$ cat config.mk
export PLATFORM = sky130hd
export DESIGN_NAME = fetch_unit_flat
export DESIGN_NICKNAME = d
export VERILOG_FILES = /design/src/rtl/fetch_unit_pkg.sv /design/src/rtl/fetch_unit_if.sv /design/src/rtl/fetch_fifo.sv /design/src/rtl/fetch_unit.sv /design/src/flat_wrapper.sv
export SDC_FILE = /design/constraint.sdc
export NUM_CORES = 1
export LEC_CHECK = 0
export CORE_UTILIZATION = 49
export CTS_BUF_LIST = sky130_fd_sc_hd__clkbuf_4 sky130_fd_sc_hd__clkbuf_8
export CTS_CLUSTER_SIZE = 28
export DETAILED_ROUTE_END_ITERATION = 10
export DONT_BUFFER_PORTS = 1
export PLACE_DENSITY = 0.66
export SYNTH_ARGS = -nofsm -noshare
export SYNTH_HDL_FRONTEND = slang
export SYNTH_HIERARCHICAL = 1
export SYNTH_SLANG_ARGS = --single-unit
$ cat constraint.sdc
create_clock -name clock -period 6.5 [get_ports clock]
set_input_delay 1.625 -clock clock [delete_from_list [all_inputs] [get_ports clock]]
set_output_delay 1.625 -clock clock [all_outputs]
set_load 0.02 [all_outputs]
$ cat src/rtl/fetch_unit_pkg.sv
// Shared fetch definitions: machine word, boot vector and the two queue payload types.
// Also used by builds with FETCH_MISALIGN_CHECK_EN defined.
package fetch_unit_pkg;

    typedef logic [31:0] word;

    localparam word         BOOT_ADDRESS = 32'h0000_0000;
    localparam int unsigned QueueDepth   = 2;

    typedef struct packed {
        word instr;
        word pc;
        word pc_plus4;
    } fetch_entry_t;

    typedef struct packed {
        word  pc;
        word  pc_plus4;
        logic epoch;
    } fetch_tag_t;

endpackage

$ cat src/rtl/fetch_unit_if.sv
// Fetch unit bus: PC side, instruction-memory request/response and decode handshake.
// dec_misaligned exists only when FETCH_MISALIGN_CHECK_EN is defined.
interface fetch_unit_if;
    import fetch_unit_pkg::*;

    word  pc_addr;
    word  pc_plus4;
    logic flush;
    logic pc_stall;

    logic imem_req_valid;
    logic imem_req_ready;
    word  imem_req_addr;
    logic imem_resp_valid;
    word  imem_resp_data;

    logic dec_valid;
    logic dec_ready;
    word  dec_instr;
    word  dec_pc;
    word  dec_pc_plus4;
`ifdef FETCH_MISALIGN_CHECK_EN
    logic dec_misaligned;
`endif

    modport master (
`ifdef FETCH_MISALIGN_CHECK_EN
        output dec_misaligned,
`endif
        input  pc_addr, pc_plus4, flush,
        output pc_stall,
        output imem_req_valid, imem_req_addr,
        input  imem_req_ready, imem_resp_valid, imem_resp_data,
        output dec_valid, dec_instr, dec_pc, dec_pc_plus4,
        input  dec_ready
    );

    modport slave (
`ifdef FETCH_MISALIGN_CHECK_EN
        input  dec_misaligned,
`endif
        output pc_addr, pc_plus4, flush,
        input  pc_stall,
        input  imem_req_valid, imem_req_addr,
        output imem_req_ready, imem_resp_valid, imem_resp_data,
        input  dec_valid, dec_instr, dec_pc, dec_pc_plus4,
        output dec_ready
    );

endinterface

$ cat src/rtl/fetch_fifo.sv
// Small synchronous FIFO with clear; a clear in the same cycle as a push leaves only the new entry.
module fetch_fifo #(
    parameter int unsigned Depth = 2,
    parameter type         T     = logic [31:0]
) (
    input  logic                         clock,
    input  logic                         reset,
    input  logic                         push_i,
    input  T                             data_i,
    input  logic                         pop_i,
    input  logic                         clear_i,
    output T                             data_o,
    output logic [$clog2(Depth + 1)-1:0] count_o
);
    localparam int unsigned PtrW = (Depth > 1) ? $clog2(Depth) : 1;
    localparam int unsigned CntW = $clog2(Depth + 1);

    T                mem_q [Depth];
    T                mem_d [Depth];
    logic [PtrW-1:0] rd_q, rd_d, wr_q, wr_d;
    logic [CntW-1:0] cnt_q, cnt_d;

    function automatic logic [PtrW-1:0] ptr_inc(input logic [PtrW-1:0] p);
        return (p == PtrW'(Depth - 1)) ? '0 : p + PtrW'(1);
    endfunction

    always_comb begin
        mem_d = mem_q;
        rd_d  = rd_q;
        wr_d  = wr_q;
        cnt_d = cnt_q;
        if (clear_i) begin
            rd_d  = '0;
            wr_d  = '0;
            cnt_d = '0;
        end else if (pop_i && (cnt_q != '0)) begin
            rd_d  = ptr_inc(rd_q);
            cnt_d = cnt_q - CntW'(1);
        end
        if (push_i) begin
            mem_d[wr_d] = data_i;
            wr_d        = ptr_inc(wr_d);
            cnt_d       = cnt_d + CntW'(1);
        end
    end

    always_ff @(posedge clock) begin
        if (reset) begin
            rd_q  <= '0;
            wr_q  <= '0;
            cnt_q <= '0;
        end else begin
            rd_q  <= rd_d;
            wr_q  <= wr_d;
            cnt_q <= cnt_d;
        end
    end

    always_ff @(posedge clock) begin
        mem_q <= mem_d;
    end

    assign data_o  = mem_q[rd_q];
    assign count_o = cnt_q;

endmodule

$ cat src/rtl/fetch_unit.sv
// Credit-limited instruction fetch with epoch-tagged in-flight requests and a 2-entry output FIFO.
// Optional FETCH_MISALIGN_CHECK_EN: misaligned PCs bypass memory and are flagged on dec_misaligned.
module fetch_unit
    import fetch_unit_pkg::*;
(
    input logic          clock,
    input logic          reset,
    fetch_unit_if.master bus
);
    localparam int unsigned CntW = $clog2(QueueDepth + 1);

    logic            epoch_q, epoch_d;
    logic [CntW-1:0] inflight, fcount, fcount_eff;
    logic            credit_ok, misalign, mem_accept, mis_accept;
    logic            resp_fire, keep_resp, out_push, out_pop, out_valid;
    fetch_tag_t      tag_in, tag_head;
    fetch_entry_t    entry_in, entry_head;

`ifdef FETCH_MISALIGN_CHECK_EN
    assign misalign = |bus.pc_addr[1:0];
`else
    assign misalign = 1'b0;
`endif

    always_comb begin
        // A flush empties the FIFO this cycle, so the credit check already sees it empty.
        fcount_eff = bus.flush ? '0 : fcount;
        credit_ok  = !reset && (({1'b0, inflight} + {1'b0, fcount_eff}) < (CntW + 1)'(2));
        mem_accept = credit_ok && !misalign && bus.imem_req_ready;
        // Bypass only with nothing in flight so older responses stay ahead in the FIFO.
        mis_accept = credit_ok && misalign && (inflight == '0);

        epoch_d   = bus.flush ? !epoch_q : epoch_q;
        resp_fire = bus.imem_resp_valid && (inflight != '0);
        keep_resp = resp_fire && (tag_head.epoch == epoch_d);

        tag_in.pc       = bus.pc_addr;
        tag_in.pc_plus4 = bus.pc_plus4;
        tag_in.epoch    = epoch_d;

        out_push          = keep_resp || mis_accept;
        entry_in.instr    = mis_accept ? '0 : bus.imem_resp_data;
        entry_in.pc       = mis_accept ? bus.pc_addr : tag_head.pc;
        entry_in.pc_plus4 = mis_accept ? bus.pc_plus4 : tag_head.pc_plus4;

        out_valid = !reset && (fcount != '0);
        out_pop   = out_valid && bus.dec_ready && !bus.flush;
    end

    always_ff @(posedge clock) begin
        if (reset) begin
            epoch_q <= 1'b0;
        end else begin
            epoch_q <= epoch_d;
        end
    end

    fetch_fifo #(
        .Depth (QueueDepth),
        .T     (fetch_tag_t)
    ) u_tag_fifo (
        .clock   (clock),
        .reset   (reset),
        .push_i  (mem_accept),
        .data_i  (tag_in),
        .pop_i   (resp_fire),
        .clear_i (1'b0),
        .data_o  (tag_head),
        .count_o (inflight)
    );

    fetch_fifo #(
        .Depth (QueueDepth),
        .T     (fetch_entry_t)
    ) u_out_fifo (
        .clock   (clock),
        .reset   (reset),
        .push_i  (out_push),
        .data_i  (entry_in),
        .pop_i   (out_pop),
        .clear_i (bus.flush),
        .data_o  (entry_head),
        .count_o (fcount)
    );

    assign bus.imem_req_valid = credit_ok && !misalign;
    assign bus.imem_req_addr  = bus.pc_addr;
    assign bus.pc_stall       = !(mem_accept || mis_accept);
    assign bus.dec_valid      = out_valid;
    assign bus.dec_instr      = out_valid ? entry_head.instr : '0;
    assign bus.dec_pc         = out_valid ? entry_head.pc : '0;
    assign bus.dec_pc_plus4   = out_valid ? entry_head.pc_plus4 : '0;
`ifdef FETCH_MISALIGN_CHECK_EN
    assign bus.dec_misaligned = out_valid && (entry_head.pc[1:0] != 2'b00);
`endif

endmodule

$ cat src/flat_wrapper.sv
// flat-port wrapper written by rule: the top's interface ports become plain ports
module fetch_unit_flat import fetch_unit_pkg::*;
  (clock, reset, bus_pc_addr, bus_pc_plus4, bus_flush, bus_pc_stall, bus_imem_req_valid, bus_imem_req_addr, bus_imem_req_ready, bus_imem_resp_valid, bus_imem_resp_data, bus_dec_valid, bus_dec_instr, bus_dec_pc, bus_dec_pc_plus4, bus_dec_ready);
  fetch_unit_if bus_i ();
  input logic clock;
  input logic reset;
  input wire logic [$bits(bus_i.pc_addr)-1:0] bus_pc_addr;
  input wire logic [$bits(bus_i.pc_plus4)-1:0] bus_pc_plus4;
  input wire logic [$bits(bus_i.flush)-1:0] bus_flush;
  output wire logic [$bits(bus_i.pc_stall)-1:0] bus_pc_stall;
  output wire logic [$bits(bus_i.imem_req_valid)-1:0] bus_imem_req_valid;
  output wire logic [$bits(bus_i.imem_req_addr)-1:0] bus_imem_req_addr;
  input wire logic [$bits(bus_i.imem_req_ready)-1:0] bus_imem_req_ready;
  input wire logic [$bits(bus_i.imem_resp_valid)-1:0] bus_imem_resp_valid;
  input wire logic [$bits(bus_i.imem_resp_data)-1:0] bus_imem_resp_data;
  output wire logic [$bits(bus_i.dec_valid)-1:0] bus_dec_valid;
  output wire logic [$bits(bus_i.dec_instr)-1:0] bus_dec_instr;
  output wire logic [$bits(bus_i.dec_pc)-1:0] bus_dec_pc;
  output wire logic [$bits(bus_i.dec_pc_plus4)-1:0] bus_dec_pc_plus4;
  input wire logic [$bits(bus_i.dec_ready)-1:0] bus_dec_ready;
  assign bus_i.pc_addr = bus_pc_addr;
  assign bus_i.pc_plus4 = bus_pc_plus4;
  assign bus_i.flush = bus_flush;
  assign bus_pc_stall = bus_i.pc_stall;
  assign bus_imem_req_valid = bus_i.imem_req_valid;
  assign bus_imem_req_addr = bus_i.imem_req_addr;
  assign bus_i.imem_req_ready = bus_imem_req_ready;
  assign bus_i.imem_resp_valid = bus_imem_resp_valid;
  assign bus_i.imem_resp_data = bus_imem_resp_data;
  assign bus_dec_valid = bus_i.dec_valid;
  assign bus_dec_instr = bus_i.dec_instr;
  assign bus_dec_pc = bus_i.dec_pc;
  assign bus_dec_pc_plus4 = bus_i.dec_pc_plus4;
  assign bus_i.dec_ready = bus_dec_ready;
  fetch_unit u_core (.clock(clock), .reset(reset), .bus(bus_i));
endmodule
==> flow_results.org, run 1 <==
** Worst setup path
- Worst r2r path cells :: 5
- STA classifies the critical path endpoint as an output port.
- Category of the critical setup timing path :: primary input to output port
- STA puts the critical path data required time at 4.88 ns.
- STA classifies the critical path startpoint as a primary input.
- Worst-path maximum fanout :: 10
- Data arrival, critical path :: 3.20 ns

** STA
- Setup skew after layout :: 0.02214 ns
- Worst-Margin Slew :: about 1.2 ns
- Period utilization :: 74.24%
- Number of max-slew violations in the final report :: 0
- Unrepaired setup endpoints after global routing :: false
- Max-Slew Margin vs Limit :: 22.45%
- Clock period minus final worst setup slack :: 4.825 ns
- Count of final hold-check violations :: 0
- Setup violations remaining at the end of the flow were counted as 0.
- Static timing analysis puts the maximum clock frequency at 207.2 MHz.
- In the final timing run, aggregate negative setup slack is 0 ns.

** Placed design
- Routability congestion estimate from global placement :: 0.7500
- Placed wire-length estimate after detailed placement :: 12.60 mm
- Port buffering added 0 buffers.
- In this run the cell area measured after placement is between 10000 and 15000 um^2.
- Counting tap cells, the placed design contains a total of about 990 instances.

** Detailed routing
- First DRT Iteration DRCs :: 376
- Via total after detailed routing :: roughly 5700
- After detailed routing, the number of remaining DRC violations is 19.
- In the final routed layout, each cell accounts on average for 20.60 um.
- Via density per instance :: 5.290
- The detail route stage leaves a number of antenna-violating nets equal to 0.
- For this run, the detailed router's first-pass iteration total came to 10.
- Total Routed Length :: 22.27 mm

** Die
- After floorplanning, the core was divided into 59 placement rows.
- DIE AREA :: 27620 um^2
- Measured along the y axis, the die boundary spans 166.2 um.
- IO Count :: 233
- The die is ~170 um wide.
- Core footprint :: about 26000 um^2
- Initial Util :: roughly 50%

** Yosys
- Summing the areas of all and, or, nand and nor instances in the mapped netlist gives under 10% of the synthesized area.
- Summing every instance area after synthesis gives 13210 um^2.
- Post-synthesis compound-gate area fraction :: less than 1%
- Distinct cells, synth :: 35
- Synthesis produced a netlist whose cell count is approximately 710.
- Adder and majority cell fraction of the synthesized area :: less than 1%
- Share of the synthesized area in the top cell type :: 73.20%
- In this run, synthesis produced a sequential element count of 331.
- Average cell area after synthesis :: 18.68 um^2
- Of the post-synthesis cell area, the part taken by muxes is around 14%.
- Cell accounting for the most synthesized area :: sky130_fd_sc_hd__edfxtp_1
- After synthesis, the largest family of logic cells by area is multiplexers.
- Sorting the synthesized cells by area gives the leading types as sky130_fd_sc_hd__edfxtp_1, sky130_fd_sc_hd__mux2_2, sky130_fd_sc_hd__and2_1.
- Summing the areas of all xor and xnor instances in the mapped netlist gives less than 1% of the synthesized area.
- Of the synthesized area, sequential elements account for about three quarters.
- The Yosys step of the flow raised 6 warnings.

** Layout
- Final instance count without filler cells :: ~1100
- From synthesis to final layout, the design area changed by 8.458%.
- Fill cells in the final layout number around 2000.
- Summing all non-filler instances in the final layout gives an area of 14330 um^2.
- Fraction of final layout cells with drive strength greater than 1 :: 37.13%
- 0 antenna diodes ended up in the layout.
- Final-stage net count :: roughly 820
- Share of the core filled with cells :: 54.52%

** Power
- LEAKAGE :: ~4.6 nW
- VDD sags by at most 0.0001870 V.
- Overall power consumption after layout is estimated at 4.204 mW.
- For this design the ratio of total power to cell area is slightly below 300 nW/um^2.

** Clock network
- CTS saw around 330 sinks.
- Total of cells resized after clock tree synthesis :: 0
- Number of hold-repair buffers added at the cts stage :: 0
- Once the clock tree was built, the setup fixing pass inserted 0 buffers.
- TritonCTS clock tree :: built
- Clock Latency Late Sink :: 0.56 ns
- Root buffer cell :: sky130_fd_sc_hd__clkbuf_8
- H-Tree Depth :: 2
- After clock tree synthesis, the clock-pin slew on the worst setup and hold paths is 0.06 ns.
- Max Buffers Root-to-Sink :: 3
- The number of clock buffers added by TritonCTS is 52.

** Outcome
- The final reports fail on design-rule violations.
- The run finished, with violations left.

** Global routing
- Largest net degree at the start of global routing :: 99
- First-pass GRT wire length :: between 30 and 40 mm
- The number of global-route vias before repair came to 6268.
- Global routing finished with a remaining overflow of 0.
- In the global route stage, overall resource usage came out at 16.15%.
- The initial antenna violation count was 0.

** Worst hold path
- Class of the tightest hold or removal check :: flip-flop to flip-flop
- Hold-critical path depth :: 1

** Run
- Across the run, the number of max-cap violations was 0.
[Yosys cell counts]
cell type / n
sky130_fd_sc_hd__nor2_1: 5
sky130_fd_sc_hd__nor3_1: 5
sky130_fd_sc_hd__nor2b_4: 2
sky130_fd_sc_hd__a21boi_0: 1
sky130_fd_sc_hd__edfxtp_1: 322
sky130_fd_sc_hd__buf_6: 2
sky130_fd_sc_hd__a21oi_1: 1
sky130_fd_sc_hd__nand2b_1: 2
sky130_fd_sc_hd__dfxtp_1: 9
sky130_fd_sc_hd__and2_4: 20
sky130_fd_sc_hd__and3b_2: 1
sky130_fd_sc_hd__xnor3_1: 1
sky130_fd_sc_hd__mux2_2: 162
sky130_fd_sc_hd__and2_1: 78
sky130_fd_sc_hd__o21a_1: 1
sky130_fd_sc_hd__inv_1: 6
sky130_fd_sc_hd__clkbuf_2: 6
sky130_fd_sc_hd__or3_1: 1
sky130_fd_sc_hd__and2b_1: 1
sky130_fd_sc_hd__nand2_1: 3
sky130_fd_sc_hd__ha_1: 6
sky130_fd_sc_hd__fa_1: 1
sky130_fd_sc_hd__o21ai_0: 1
sky130_fd_sc_hd__xnor2_1: 6
sky130_fd_sc_hd__o21ba_4: 1
sky130_fd_sc_hd__buf_2: 11
sky130_fd_sc_hd__a2111oi_2: 1
sky130_fd_sc_hd__nor2b_1: 4
sky130_fd_sc_hd__conb_1: 1
sky130_fd_sc_hd__xor2_1: 1
sky130_fd_sc_hd__buf_8: 2
sky130_fd_sc_hd__buf_4: 39
sky130_fd_sc_hd__and3b_1: 1
sky130_fd_sc_hd__nand2b_2: 1
sky130_fd_sc_hd__mux2i_1: 2
[cell families (layout without fill, tap and decap cells)]
kind of cell,count (synthesis),after routing
flip-flops,331,331
AO/OA/AOI/OAI,6,6
other,1,5
adder cells (fa/ha/maj),7,7
XOR/XNOR,8,8
multiplexers,164,164
AND/OR/NAND/NOR,124,124
buffers and inverters,66,101
[power by group]
group	leakage (nW)	total, mW	switching [mW]	internal [mW]
combinational	1.10	0.0925	0.0554	0.0370
clock	0.544	1.71	0.743	0.970
sequential	3.00	2.40	0.0104	2.39
total	4.65	4.20	0.809	3.40
[state kept, by name, indices dropped and copies added, names as in the netlist]
register and flops:
u_core/epoch_q 1, u_core/u_out_fifo/mem_q 192, u_core/u_tag_fifo/rd_q 1, u_core/u_out_fifo/rd_q 1, u_core/u_tag_fifo/count_o 2, u_core/u_out_fifo/count_o 2
u_core/u_out_fifo/wr_q 1, u_core/u_tag_fifo/wr_q 1, u_core/u_tag_fifo/mem_q 130
[worst paths after layout]
| path | start | to | slack, ns |
|---|---|---|---|
| worst max-delay path | bus_flush | bus_pc_stall | 1.67 |
| worst min-delay path | u_core/u_tag_fifo/mem_q[43] | u_core/u_out_fifo/mem_q[42] | 0.55 |
| worst max register to register | u_core/u_tag_fifo/rd_q | u_core/u_out_fifo/mem_q[53] | 2.76 |
| worst min register to register | u_core/u_tag_fifo/mem_q[43] | u_core/u_out_fifo/mem_q[42] | 0.55 |
[metrics by stage]
step	hold WS, ns	worst slack (ns)
2_1_floorplan	0.5371	1.302
3_3_place_gp	0.5398	1.666
3_5_place_dp	0.5505	1.675
4_1_cts	0.5637	1.675
5_1_grt	0.5775	1.573
6_report	0.5502	1.675
[area by class of cell]
class	count	area (um^2)	area share (%)
Multi-Input combinational cell	314	2973	20.75
Sequential cell	331	9857	68.80
Inverter	6	22.52	0.1572
Clock inverter	18	127.6	0.8907
Tap cell	335	419.2	2.926
Clock buffer	74	905.9	6.323
Timing Repair Buffer	3	22.52	0.1572
[placed cells by master (no fill, tap or decap), types with 6 or more instances in the layout]
cell type / instances
sky130_fd_sc_hd__and2_1: 78
sky130_fd_sc_hd__and2_4: 20
sky130_fd_sc_hd__clkbuf_4: 18
sky130_fd_sc_hd__clkbuf_8: 56
sky130_fd_sc_hd__clkinv_1: 12
sky130_fd_sc_hd__dfxtp_1: 7
sky130_fd_sc_hd__edfxtp_1: 322
sky130_fd_sc_hd__inv_1: 6
sky130_fd_sc_hd__mux2_2: 162
sky130_fd_sc_hd__xnor2_1: 6
[critical path, stage by stage]
cell and delay [ns]:
sky130_fd_sc_hd__and2b_1 0.19, sky130_fd_sc_hd__fa_1 0.41, sky130_fd_sc_hd__nor3_1 0.66, sky130_fd_sc_hd__nand2_1 0.31
[metal layers]
layer	GRT usage, %	routed length [um]
met4	5.811	548
met3	7.293	2590
met5	0	0
met1	17.51	8294
met2	27.81	10840
Power figures use the tool's default switching activity.
==> inputs of run 2 (changes only) <==
==> constraint.sdc (replaced) <==
create_clock -name clock -period 4.85 [get_ports clock]
set_input_delay 1.2125 -clock clock [delete_from_list [all_inputs] [get_ports clock]]
set_output_delay 1.2125 -clock clock [all_outputs]
set_load 0.02 [all_outputs]
==> run 2 against run 1 <==
The run still ends with design-rule violations left; die area unchanged; hold slack improved by 0.0031 ns; worst setup slack got worse by 0.58 ns; critical path type unchanged; highest routed layer unchanged.
==> flow_results.org, run 2 (synthesis results as in run 1) <==
** Outcome
- Run status :: finished with violations
- The checks that failed: design-rule violations.

** Placed design
- Worst slack at placement :: 1.050 ns (-0.6246 ns)
- The number of cells after detailed placement came to 994 (+0.51%).
- Placed wire-length estimate after detailed placement :: 13.09 mm (+3.9%)
- Routability congestion estimate from global placement :: 0.7412 (-1.2%)
- Count of input and output buffers :: 0 (unchanged)

** Worst setup path
- The worst path arrival time was 2.55 ns (-0.65 ns).
- The critical path required time is 3.64 ns (-1.24 ns).
- Delay of the slowest cell on the worst path :: 0.87 ns (+0.21 ns)
- The register-to-register setup slack came to 1.76 ns (-1.00 ns).
- Cells along the critical path :: o21ba_4 -> and2_1
- The number of buffer and inverter stages on the critical path is 0 (unchanged).
- CP endpoint kind :: output port
- The number of cells on the worst reg-to-reg path is 8 (+3).
- The maximum fanout along the worst path was 98 (+88).
- STA classifies the critical path startpoint as a primary input.
- Reg-to-reg endpoint :: u_core/u_tag_fifo/mem_q[10]
- The startpoint identified for the worst register-to-register timing path is u_core/u_out_fifo/count_o[0].
- The number of stages on the worst setup path was 2 (-2).
- On the critical path the largest part of the delay comes from compound AO/OA/AOI/OAI gates.
- CP max stage cell :: sky130_fd_sc_hd__o21ba_4
- The critical path in this run is classified as primary input to output port.

** Layout
- Flip-flop count of the largest register after layout :: 192 (unchanged)
- In the final layout, the registers with the most flip-flops are u_core/u_out_fifo/mem_q: 192 flops, u_core/u_tag_fifo/mem_q: 130 flops.
- The library cells used most frequently in the layout, excluding fill and tap cells, are sky130_fd_sc_hd__edfxtp_1, sky130_fd_sc_hd__mux2_2, sky130_fd_sc_hd__and2_1, sky130_fd_sc_hd__clkbuf_8, sky130_fd_sc_hd__and2_4.
- The share of cells above drive strength 1 came to 37.48% (+0.35 points).
- The count of non-filler cells in the finished layout came to 1082 (+0.093%).
- Synthesis-to-finish area growth :: 8.505% (about the same)
- The library cell used most frequently in the layout, excluding fill and tap cells, is sky130_fd_sc_hd__edfxtp_1.
- The antenna diode count is 0 (unchanged).
- The number of nets in the layout came to 822 (+0.61%).
- Register name with the most flops :: u_core/u_out_fifo/mem_q
- The layout filler cell count is 2026 (-0.15%).

** STA
- Static timing analysis puts the maximum clock frequency at 266.1 MHz.
- The final count of hold timing violations came to 0 (unchanged).
- The final critical path takes up 77.49% of the cycle.
- Worst-Margin Slew :: 1.044 ns (-0.1194 ns)
- The final number of max-transition violations came to 0 (unchanged).
- Final setup viols :: 0 (unchanged)
- Setup repair after global routing left no endpoint under its margin.
- Setup skew after layout :: 0.02319 ns (+0.001054 ns)
- The total negative slack came to 0 ns (unchanged).
- Max-Slew Margin vs Limit :: 30.41% (+8.0 points)
- Final worst slack :: 1.092 ns (-0.5828 ns)
- After layout, the minimum clock period comes to between 3 and 4 ns.

** Clock network
- The clock buffer count from CTS came to 52 (unchanged).
- The maximum clock path buffer count is 3 (unchanged).
- Num Clock Sinks :: 331 (unchanged)
- TritonCTS clock tree :: built
- Total of cells resized after clock tree synthesis :: 0 (unchanged)
- The tree is rooted in a sky130_fd_sc_hd__clkbuf_8.
- The count of hold-fix buffers inserted at cts was 0 (unchanged).
- Buffer count from post-CTS setup fixing :: 0 (unchanged)
- The H-tree depth is 2 (unchanged).
- Clock Latency Late Sink :: 0.55 ns (about the same)
- The clock-pin slew reported for the worst setup and hold paths after clock tree synthesis is 0.06 ns (about the same).

** Power
- The leakage power summed over all cells was 4.652 nW (about the same).
- The total power density per cell area is 380.9 nW/um^2 (+30%).
- Worst VDD drop :: 0.0002655 V (+42%)
- Power consumption :: 5.460 mW (+30%)

** Die
- The height of the die is 166.2 um (unchanged).
- Horiz. Die Dim :: 166.2 um (unchanged)
- IO Count :: 233 (unchanged)
- The core outline area was 26280 um^2 (unchanged).
- DIE AREA :: 27620 um^2 (unchanged)
- Initial Util :: 50.27% (unchanged)
- Count of standard-cell rows :: 59 (unchanged)

** Global routing
- The maximum number of pins on one net before global-route repair is 99 (unchanged).
- The wire length of the first global-routing pass was 34.07 mm (-0.96%).
- The global-route total usage across every layer came to 16.22% (+0.072 points).
- Vias in the first global route :: 6126 (-2.3%)
- The leftover overflow at the end of global routing was 0 (unchanged).
- The initial antenna violation count was 0 (unchanged).

** Worst hold path
- The instance count along the most critical hold path came to 1 (unchanged).
- The min-delay analysis places its worst path in the category flip-flop to flip-flop.
- Beginning of the worst hold path :: u_core/u_tag_fifo/mem_q[25]
- Min-Delay Endpoint :: u_core/u_out_fifo/mem_q[120]

** Detailed routing
- Total DRC errors in the routed layout :: 19 (unchanged)
- First DRT Iteration DRCs :: 322 (-14%)
- Post-route antenna net violation count :: 0 (unchanged)
- Via total after detailed routing :: 5695 (-0.42%)
- The number of iterations in the first detailed-routing pass is 7 (-3).
- Post-DR wirelength/cell :: 20.61 um (about the same)
- Via density per instance :: 5.263 (-0.51%)
- The final routed wirelength across all metal layers was 22.30 mm (+0.12%).

** Run
- The max-capacitance violation count came to 0 (unchanged).
-- run 2: where the power goes --
group | internal [mW] | switching [mW] | leakage (nW)
logic | 0.0538 | 0.0768 | 1.15
clock network | 1.15 | 0.967 | 0.508
registers | 3.20 | 0.0129 | 3.00
total | 4.40 | 1.06 | 4.65
-- run 2: how the worst max path moves through the flow --
stage / start / slack [ns] / end
2_1_floorplan: bus_flush / 0.06 / u_core/u_tag_fifo/mem_q[0]
3_3_place_gp: bus_flush / 1.07 / u_core/u_tag_fifo/mem_q[109]
3_5_place_dp: bus_flush / 1.05 / u_core/u_tag_fifo/mem_q[8]
4_1_cts: reset / 1.02 / bus_dec_pc_plus4[5]
5_1_grt: reset / 0.96 / bus_dec_pc_plus4[5]
6_report: reset / 1.09 / bus_dec_pc_plus4[5]
-- run 2: through the flow --
stage | hold slack, ns | cell area, um^2 | util, %
finish | 0.5533 | 14330 | 54.54
floorplan | 0.5371 | 13230 | -
CTS | 0.5571 | 14330 | 54.54
global route | 0.5750 | 14330 | 54.54
detailed placement | 0.5498 | 13390 | 50.97
global placement | 0.5381 | 13390 | 50.97
-- run 2: worst reg2reg max path, delay by kind of cell, from the launching register on --
kind,cells,cell delay (ns)
fa+ha+maj,2,0.99
buf+inv,2,0.51
flops,1,0.44
simple gates,4,0.80
-- run 2: routing by layer --
metal,track usage [%],up-vias,part of all wire (%)
met4,5.242,0,1.7
met3,6.530,39,10
met1,19.37,2821,40
met5,0,-,0
li1,-,2617,-
met2,26.82,218,48
-- run 2: layout make-up --
type / instances / area [um^2] / area share (%)
tap: 335 / 419.2 / 2.924
clock buffer: 72 / 872.1 / 6.084
sequential: 331 / 9857 / 68.77
timing repair buffer: 8 / 122.6 / 0.8555
multi-input combinational: 314 / 2973 / 20.74
inverter: 6 / 22.52 / 0.1571
clock inverter: 16 / 67.56 / 0.4714
==> inputs of run 3 (changes only) <==
==> constraint.sdc (replaced) <==
create_clock -name clock -period 3.5 [get_ports clock]
set_input_delay 0.875 -clock clock [delete_from_list [all_inputs] [get_ports clock]]
set_output_delay 0.875 -clock clock [all_outputs]
set_load 0.02 [all_outputs]
==> run 3 against run 2 <==
The run still ends with design-rule violations left; first-iteration DRC count up 7.8%; cell count up 1.5%; sequential cell count stayed put; largest cell class unchanged; largest power group unchanged.
==> flow_results.org, run 3 (synthesis results as in run 1) <==
** Layout
- Final-stage net count :: 830 (+0.97%)
- Most frequent cells in the layout :: sky130_fd_sc_hd__edfxtp_1, sky130_fd_sc_hd__mux2_2, sky130_fd_sc_hd__and2_1, sky130_fd_sc_hd__clkbuf_8, sky130_fd_sc_hd__and2_4
- Share of the core filled with cells :: 55.14% (+0.60 points)
- The number of flip-flops under the largest register name came to 192 (unchanged).
- Number of fill cells in the layout :: 2030 (+0.20%)
- Relative to the synthesized area, the layout overhead comes to 9.689%.
- Number of inserted diodes :: 0 (unchanged)
- Post-route cell area :: 14490 um^2 (+1.1%)
- Biggest registers after layout :: u_core/u_out_fifo/mem_q: 192 flops, u_core/u_tag_fifo/mem_q: 130 flops
- Leaving out fill and tap cells, the most frequent cell in the layout is sky130_fd_sc_hd__edfxtp_1.
- The share of cells above drive strength 1 is 37.88% (+0.39 points).
- The count of non-filler cells in the finished layout is 1098 (+1.5%).
- Register name with the most flops :: u_core/u_out_fifo/mem_q

** Power
- The total power density per cell area came to 524.8 nW/um^2 (+38%).
- LEAKAGE :: 4.717 nW (+1.4%)
- The worst voltage drop across the vdd grid came to 0.0003958 V (+49%).
- Power consumption :: 7.604 mW (+39%)

** Run
- Max-cap viol count :: 0 (unchanged)

** Detailed routing
- Via density per instance :: 5.148 (-2.2%)
- The final routed wirelength across all metal layers came to 21.89 mm (-1.8%).
- The per-cell routed wire length was 19.94 um (-3.2%).
- Number of detailed-route iterations in the first pass :: 8 (+1)
- The number of nets with antenna violations after detailed routing is 0 (unchanged).
- The number of violations reported at the end of detailed-routing iteration 0 was 347 (+7.8%).
- Total DRC errors in the routed layout :: 17 (-2)
- Via total after detailed routing :: 5653 (-0.74%)

** Worst hold path
- Class of the tightest hold or removal check :: primary input to flip-flop
- For hold timing, the worst endpoint is u_core/u_tag_fifo/wr_q.
- The instance count along the most critical hold path came to 1 (unchanged).
- Beginning of the worst hold path :: reset

** Die
- The number of ports placed on the die boundary came to 233 (unchanged).
- Horiz. Die Dim :: 166.2 um (unchanged)
- The height of the die was 166.2 um (unchanged).
- DIE AREA :: 27620 um^2 (unchanged)
- The core outline area is 26280 um^2 (unchanged).
- The starting density of the core is 50.27% (unchanged).
- The total number of placement rows came to 59 (unchanged).

** STA
- Count of final hold-check violations :: 0 (unchanged)
- The worst slack on hold paths was 0.3931 ns (-0.1602 ns).
- The max-slew headroom at the worst pin is 40.09% (+9.7 points).
- Dividing the final minimum period by the clock period gives 87.09%.
- Final worst slack :: 0.4518 ns (-0.6400 ns)
- The slew at the pin closest to its max-slew limit was 0.8987 ns (-0.1452 ns).
- Highest Clock Rate :: 328.1 MHz
- Final setup viols :: 0 (unchanged)
- Unrepaired setup endpoints after global routing :: false
- Number of max-slew violations in the final report :: 0 (unchanged)
- The total negative slack came to 0 ns (unchanged).
- The worst clock skew is 0.02697 ns (+0.003779 ns).
- The routed design could run at a clock period as short as 3.048 ns.

** Placed design
- Worst slack at placement :: 0.4163 ns (-0.6339 ns)
- The total cell area at the placement stage is 13520 um^2 (+0.92%).
- The placer's final routability congestion estimate is 0.7240 (-2.3%).
- The half-perimeter wire length after placement came to 13.86 mm (+5.8%).
- The number of cells after detailed placement came to 1002 (+0.80%).
- Count of input and output buffers :: 0 (unchanged)

** Clock network
- Total of cells resized after clock tree synthesis :: 0 (unchanged)
- Clock Latency Late Sink :: 0.55 ns (about the same)
- TritonCTS clock tree :: built
- The clock buffer count from CTS was 52 (unchanged).
- Number of hold-repair buffers added at the cts stage :: 0 (unchanged)
- Worst-path clk slew :: 0.06 ns (about the same)
- The H-tree depth came to 2 (unchanged).
- The maximum clock path buffer count is 3 (unchanged).
- The count of buffers added by post-CTS timing repair for setup came to 0 (unchanged).
- The tree is rooted in a sky130_fd_sc_hd__clkbuf_8.
- Num Clock Sinks :: 331 (unchanged)

** Outcome
- Violated checks :: design-rule violations
- The run finished, with violations left.

** Worst setup path
- The worst setup path is of the flip-flop to output port kind.
- The number of cells on the worst reg-to-reg path is 7 (-1).
- Reg-to-reg endpoint :: u_core/u_tag_fifo/mem_q[109]
- Worst-path maximum fanout :: 6 (-94%)
- The critical path required time is 2.62 ns (-1.02 ns).
- Reg-to-reg startpoint :: u_core/u_out_fifo/count_o[0]
- Data arrival, critical path :: 2.17 ns (-0.38 ns)
- Critical Path Source Type :: flip-flop
- Reg2Reg Setup Slack :: 0.82 ns (-0.94 ns)
- CP endpoint kind :: output port

** Global routing
- Vias in the first global route :: 6201 (+1.2%)
- Busiest grt layer :: met2
- The met3 layer usage reported by global route came to 6.244% (-0.29 points).
- Met2 capacity usage during global routing :: 27.48% (+0.66 points)
- Global-route total usage across every layer :: 16.20% (-0.021 points)
- The met1 track utilization from global routing is 19.00% (-0.37 points).
- Antenna violations before repair :: 0 (unchanged)
- The wire length of the first global-routing pass was 34.50 mm (+1.3%).
- The leftover overflow at the end of global routing was 0 (unchanged).
- Largest net degree at the start of global routing :: 83 (-16%)
==> run 3: power breakdown <==
| part | leakage (nW) | switching, mW | total [mW] | internal, mW |
|---|---|---|---|---|
| logic | 1.20 | 0.106 | 0.187 | 0.0810 |
| registers | 3.00 | 0.0181 | 4.45 | 4.43 |
| clock network | 0.514 | 1.37 | 2.97 | 1.60 |
==> run 3: per-layer routing <==
layer	vias to the layer above	wire, um
met2	198	10860
li1	2643	-
met4	0	320
met3	32	2240
met1	2780	8471
met5	-	0
==> run 3: area by class of cell <==
type | instances | area [um^2] | share of cell area [%]
tap | 335 | 419.2 | 2.893
inverter | 6 | 22.52 | 0.1554
clock inverter | 25 | 108.9 | 0.7512
multi-input combinational | 314 | 2973 | 20.52
timing repair buffer | 16 | 245.2 | 1.692
clock buffer | 71 | 864.6 | 5.967
sequential | 331 | 9857 | 68.03
==> run 3: worst max-delay path by stage <==
stage | startpoint | to | slack, ns | depth (start not counted)
final | u_core/u_out_fifo/count_o[0] | bus_pc_stall | 0.45 | 5
after global routing | u_core/u_out_fifo/count_o[0] | bus_pc_stall | 0.24 | 5
after floorplan | u_core/u_tag_fifo/rd_q | u_core/u_out_fifo/mem_q[0] | -0.68 | 6
after global placement | bus_flush | u_core/u_tag_fifo/mem_q[53] | 0.44 | 6
after detailed placement | bus_flush | u_core/u_tag_fifo/mem_q[119] | 0.42 | 6
after CTS | u_core/u_out_fifo/count_o[0] | bus_dec_pc[1] | 0.39 | 3
==> run 3: worst max-delay path, stage by stage (launching register included) <==
cell and delay (ns):
sky130_fd_sc_hd__dfxtp_1 0.45, sky130_fd_sc_hd__nand2_1 0.08, sky130_fd_sc_hd__nor2_1 0.14, sky130_fd_sc_hd__fa_1 0.44
sky130_fd_sc_hd__nor3_1 0.30, sky130_fd_sc_hd__nand2_1 0.22
